**src/rtl/bin_to_bcd_seq.sv**
```systemverilog
// bin_to_bcd_seq: iterative double-dabble binary-to-BCD converter with sign flag,
// leading-zero blanking (4'hF) and a start/busy/done handshake.
module bin_to_bcd_seq #(
  parameter int WIDTH     = 8,
  parameter int DIGITS    = 3,
  parameter int SIGNED_IN = 1
) (
  input  logic                  clk,
  input  logic                  rst,
  input  logic                  start,
  input  logic [WIDTH-1:0]      value,
  output logic                  busy,
  output logic                  done,
  output logic [4*DIGITS-1:0]   bcd,
  output logic                  neg
);
  localparam int CW = $clog2(WIDTH + 1);
  localparam logic [4*DIGITS-1:0] BCD_RST = {{(DIGITS-1){4'hF}}, 4'h0};
  typedef enum logic [1:0] {IDLE, SHIFT, FINISH} state_t;
  state_t state_q, state_d;
  logic [WIDTH-1:0]    sr_q, sr_d, mag;
  logic [4*DIGITS-1:0] acc_q, acc_d, bcd_q, bcd_d, adj, blk;
  logic [CW-1:0]       cnt_q, cnt_d;
  logic sign_q, sign_d, busy_q, busy_d, done_q, done_d, neg_q, neg_d, sgn, lead;
  assign sgn  = value[WIDTH-1] & (SIGNED_IN != 0);
  assign mag  = sgn ? -value : value;
  assign busy = busy_q;
  assign done = done_q;
  assign bcd  = bcd_q;
  assign neg  = neg_q;
  always_comb begin
    adj  = acc_q;
    blk  = acc_q;
    lead = 1'b1;
    for (int i = 0; i < DIGITS; i++)
      adj[4*i+:4] = (acc_q[4*i+:4] >= 4'd5) ? acc_q[4*i+:4] + 4'd3 : acc_q[4*i+:4];
    // Blank zeros from the top until the first nonzero digit; ones digit always shown
    for (int i = DIGITS - 1; i > 0; i--) begin
      lead = lead && (acc_q[4*i+:4] == 4'h0);
      blk[4*i+:4] = lead ? 4'hF : acc_q[4*i+:4];
    end
  end
  always_comb begin
    state_d = state_q;
    sr_d    = sr_q;
    acc_d   = acc_q;
    cnt_d   = cnt_q;
    sign_d  = sign_q;
    busy_d  = busy_q;
    done_d  = 1'b0;
    bcd_d   = bcd_q;
    neg_d   = neg_q;
    case (state_q)
      IDLE: if (start) begin
        sr_d    = mag;
        sign_d  = sgn;
        acc_d   = '0;
        cnt_d   = '0;
        busy_d  = 1'b1;
        state_d = SHIFT;
      end
      SHIFT: begin
        {acc_d, sr_d} = {adj, sr_q} << 1;
        cnt_d   = cnt_q + 1'b1;
        state_d = (cnt_q == CW'(WIDTH - 1)) ? FINISH : SHIFT;
      end
      FINISH: begin
        bcd_d   = blk;
        neg_d   = sign_q;
        done_d  = 1'b1;
        busy_d  = 1'b0;
        state_d = IDLE;
      end
      default: state_d = IDLE;
    endcase
  end
  always_ff @(posedge clk or posedge rst)
    if (rst) begin
      state_q <= IDLE;
      sr_q    <= '0;
      acc_q   <= '0;
      cnt_q   <= '0;
      sign_q  <= 1'b0;
      busy_q  <= 1'b0;
      done_q  <= 1'b0;
      bcd_q   <= BCD_RST;
      neg_q   <= 1'b0;
    end else begin
      state_q <= state_d;
      sr_q    <= sr_d;
      acc_q   <= acc_d;
      cnt_q   <= cnt_d;
      sign_q  <= sign_d;
      busy_q  <= busy_d;
      done_q  <= done_d;
      bcd_q   <= bcd_d;
      neg_q   <= neg_d;
    end
endmodule

```
**config.mk**
```make
export PLATFORM = sky130hd
export DESIGN_NAME = bin_to_bcd_seq
export DESIGN_NICKNAME = d
export VERILOG_FILES = /design/src/rtl/bin_to_bcd_seq.sv
export SDC_FILE = /design/constraint.sdc
export NUM_CORES = 1
export LEC_CHECK = 0
export BUFFER_PORTS_ARGS = -buffer_cell sky130_fd_sc_hd__buf_2
export CAP_MARGIN = 15
export CELL_PAD_IN_SITES_DETAIL_PLACEMENT = 1
export CELL_PAD_IN_SITES_GLOBAL_PLACEMENT = 2
export CORE_MARGIN = 4
export CORE_UTILIZATION = 25
export CTS_CLUSTER_DIAMETER = 30
export CTS_CLUSTER_SIZE = 14
export DETAILED_ROUTE_END_ITERATION = 16
export PLACE_DENSITY_LB_ADDON = 0.1
export SLEW_MARGIN = 20
export SYNTH_ARGS = -nofsm -noshare
export SYNTH_HDL_FRONTEND = slang
export SYNTH_SLANG_ARGS = --single-unit
```
**constraint.sdc**
```tcl
create_clock -name clk -period 1.5 [get_ports clk]
set_clock_uncertainty 0.2 [all_clocks]
set_input_delay 0.3 -clock clk [delete_from_list [all_inputs] [get_ports clk]]
set_output_delay 0.3 -clock clk [all_outputs]
set_load 0.01 [all_outputs]
```
## Word-level counts from Yosys, hierarchy flattened

Index checks and enable logic that the tools add are counted.

- Add/sub/neg operators: 5
- Magnitude comparators: 3
- Equal/unequal tests: 4
- Multiplexer cells: 18
- Reduce and logical (&&, ||, !) cells: 9

Operators with widths:

| operator | number |
|---|---|
| $pmux 12 s2 | 1 |
| $mux 4 | 5 |
| $mux 8 | 2 |
| $pmux 8 s2 | 1 |
| $ge 4x3->1 const B | 3 |
| $mux 12 | 1 |
| $add 4x2->4 const B | 2 |
| $logic_not 4->1 | 2 |
| $neg 8->8 | 1 |
| $pmux 4 s2 | 1 |
| $reduce_and 2->1 | 3 |
| $add 4x1->4 const B | 1 |
| $eq 4x3->1 const B | 1 |
| $mux 2 | 2 |
| $pmux 2 s2 | 1 |
| $reduce_bool 2->1 | 2 |
| $add 3x2->3 const B | 1 |
| $mux 3 | 1 |
| $eq 2x1->1 const B | 1 |
| $eq 2x2->1 const B | 1 |
| $logic_not 2->1 | 1 |
| $mux 1 | 2 |
| $ne 2x2->1 const B | 1 |
| $pmux 1 s2 | 1 |
| $logic_and 1x1->1 | 1 |

- Register bits after elaboration: 42
- Input port bits: 11
- Output and inout port bits: 15
- Word-level logic and storage cells: 48

## Longest topological paths before layout

- Word-level depth: 4
- Mapped depth: 6
- Depth with buffers taken out: 6

## Least setup slack after synthesis

No wires, ideal clock.

- Path type: register to register
- Start: register acc_q[4]
- End: register acc_q[6]
- Setup time: 83 ps
- Arrival: 1,419 ps
- Data required time: 1,217 ps
- Path slack: -201 ps
- Cell stages (with the launch flop): 7
- Clock period less this slack: 1,701 ps
- Cell sequence: dfrtp_1 > inv_1 > ha_1 > nand2b_1 > a21oi_1 > mux2_2 > o21ai_0

- Word-level cells in the longest chain between the ends: 3
- Elaborated cells on any way between the ends: 4
- Classes of those cells: add/sub (1); order compare (1); mux (2)

RTL lines:

| element | line | text |
|---|---|---|
| start, declared | 22 | `logic [4*DIGITS-1:0] acc_q, acc_d, bcd_q, bcd_d, adj, blk;` |
| start signal, assigned | 81 | `acc_q <= '0;` |
| start signal, assigned | 91 | `acc_q <= acc_d;` |
| $add 4x2->4 or $ge 4x3->1 (tied branches) | 36 | `adj[4*i+:4] = (acc_q[4*i+:4] >= 4'd5) ? acc_q[4*i+:4] + 4'd3 : acc_q[4*i+:4];` |
| $mux 4 * | 36 |  |
| $pmux 12 s2 * | 53 | `case (state_q)` |

Every way passes the cells marked *; elsewhere a longest branch is shown, timed or not.
A chain may end at the register's enable or synchronous reset.

## Final worst setup path

- Start: register acc_q[5]
- End: register acc_q[6]

The elaborated chain is that of the path after synthesis.

==> reports/metrics.csv <==
metric,value,unit
Slew @ Worst Pin,0.3473,ns
final core utilization,0.3725,
Clock Sinks,42,
"Data required, critical path",1.53,ns
crit-path max cell delay,0.38,ns
Die Height,99.53,um
synthesized area,2095,sq um
Post-Route WL,5594,um
clock-pin transition on the worst setup and hold timing paths,0.08,ns
vias,1785,
Ant. Diodes,0,
Cell variety after synth,36,
overall routing resource usage,0.1233,
sequence of cells on the critical path,inv_2 > ha_2 > nand2b_4 > a21oi_4 > mux2_4 > o21ai_2,
RSZ-0062 raised after global routing,yes,
initial drt markers,24,
I/O pin cnt,26,
die footprint,9906,sq um
max-slew violations,0,
clock buffer depth,2,
syn_area_per_cell,9.697,sq um
Yosys top cell area share,0.4062,
largest net degree at the start of global routing,43,
cts bufs inserted,5,
fraction of layout cells with a size suffix above 1,0.4623,
Yosys warning count,0,
placed cell area,2756,sq um
total gr overflow,0,
total power,5.978,mW
Metal-1 WL,2573,um
Post-route DRC,0,
max layer used,met4,
cell accounting for the most synthesized area,dfrtp_1,
"commonest non-fill, non-tap cell in the layout",buf_4,
Starting Density,0.2562,
Chip Width,99.53,um
cell leakage power,1.391,nW
# rows,33,
pwr dens,1963,nW/um^2
cell area after layout,3045,sq um
Slew headroom,0.7685,
Yosys reg bits,42,
area grow syn2layout,45.40,%
gpl congestion,0.7545,
Routed wire per std cell,14.09,um
met2 wire length,2813,um
critical path endpoint category,register,
failing checks,setup timing,
CP top delay family,flip-flops,
hold violation total from the final report,0,
post-route ant nets,0,
CP Launch Type,register,
Worst EP arrival,1.64,ns
number of global-route vias before repair,1932,
Setup WS post-layout,-0.1055,ns
Final setup viols,7,
Worst VDD drop,0.0005161,V
CP max FO,3,
syn_nets,236,
initial antenna violation count,0,
Crit-path slowest cell,dfrtp_1,
sequential share of the synthesized area,0.5066,
first-pass GRT wire length,9653,um
WP buf/inv,1,
Setup Crit Path Kind,register to register,
H-tree depth,2,
min-delay worst type,primary input to register,
root buf cell,clkbuf_8,
status,"complete, but fails checks",
Tmin final,1.605,ns
post-detailed-placement half-perimeter wirelength,4045,um
Max Cap Viol,0,
CTS tree,built,
worst skew pair latency,0.30,ns
Final period util,1.070,
# nets final,311,
Syn Inst Count,216,
Pre-antenna DRT Iters,4,
most frequent cells in the layout,"buf_4, nand2_1, dfrtp_1",
met3 WL,139,um
PortBufs,25,
hold_ws,0.09542,ns
detail-routed via count per cell,4.496,
synth top area cells,"dfrtp_1, dfstp_2, o21ai_0",
Core Region,8175,sq um
fmax,0.6229,GHz
## Yosys cell counts
master and instances:
xor2_1 4, a21oi_1 7, mux2_2 5, nand4_1 2, nor2_1 9, o31ai_1 2
nor3_1 1, and3_1 1, nor4_1 1, o21ai_0 32, inv_2 1, nand2_1 33
o31ai_4 1, dfstp_2 8, o21ai_1 1, clkbuf_1 1, o41ai_1 1, a22o_1 4
or3_1 1, nor3b_1 3, nand2b_1 4, inv_1 12, dfrtp_1 34, a22oi_1 6
and2_1 1, buf_2 7, o311ai_0 1, and2b_1 1, a32oi_1 1, nor2b_1 2
xnor2_1 5, ha_1 9, or2_1 1, or3b_4 1, mux2i_1 1, nand3_1 12
## kinds of logic after synthesis
logic type / Yosys count / share of synthesized area
buf+inv: 21 / 0.04181
compound gates: 56 / 0.1637
fa+ha+maj: 9 / 0.05376
xor+xnor: 9 / 0.03763
flops: 42 / 0.5066
mux: 6 / 0.03166
simple gates: 73 / 0.1649
## cell type report
| type | count | area (sq um) |
|---|---|---|
| clock inverters | 1 | 5.005 |
| repair buffers | 76 | 568.0 |
| well taps | 105 | 131.4 |
| inverters | 13 | 66.31 |
| flip-flops and latches | 42 | 1062 |
| fillers | 962 | 5130 |
| multi-input cells | 153 | 1126 |
| clock buffers | 7 | 86.33 |
## final timing paths
kind	startpoint	end	slack (ns)	depth (start not counted)
hold / removal	value[6]	sr_q[7]	0.1	4
hold reg to reg	bcd[6]	bcd[6]	0.26	2
setup / recovery	acc_q[5]	acc_q[6]	-0.11	6
min in group asynchronous	rst	sr_q[7]	0.38	4
setup reg to reg	acc_q[5]	acc_q[6]	-0.11	6
max in group asynchronous	rst	bcd[9]	0.46	4
## metrics by stage
stage,TNS [ns],cells,setup slack [ns]
6_report,-0.3012,397,-0.1055
5_1_grt,-1.572,397,-0.1961
4_1_cts,-0.2950,391,-0.1059
3_5_place_dp,-1.583,381,-0.3320
3_3_place_gp,-1.443,381,-0.3084
2_1_floorplan,-0.2043,216,-0.08834
## power by group
group	leakage [nW]	switching [mW]	internal [mW]	total (mW)
Sequential	0.515	0.397	1.69	2.09
Combinational	0.827	1.46	1.65	3.11
Clock	0.0482	0.406	0.372	0.778
Total	1.39	2.27	3.71	5.98
## sequential cells by signal, indices dropped and copies added, names as in the netlist, 2 cells and up
| name | flops |
|---|---|
| acc_q | 12 |
| bcd | 12 |
| sr_q | 8 |
| cnt_q | 4 |
| state_q | 2 |
## worst reg2reg max path, delay by kind of cell (launching register included)
family	cells	cell delay (ns)
flip-flops	1	0.38
multiplexers	1	0.32
adder cells (fa/ha/maj)	1	0.16
AND/OR/NAND/NOR	1	0.14
AO/OA/AOI/OAI	2	0.27
buffers and inverters	1	0.07
## what timing repair did
item	CTS	global route
hold buffers	1	0
pin swaps	10	13
setup buffers	1	7
endpoints found under the setup margin	15	33
hold endpoints to repair	34	0
resized for setup	16	33
## routing by layer
layer,vias to the layer above,GRT usage
met5,-,0
met4,0,0.03466
met3,5,0.02525
met2,20,0.2159
met1,865,0.1534
li1,895,-
Note: power is estimated with default switching activity, not from simulation.
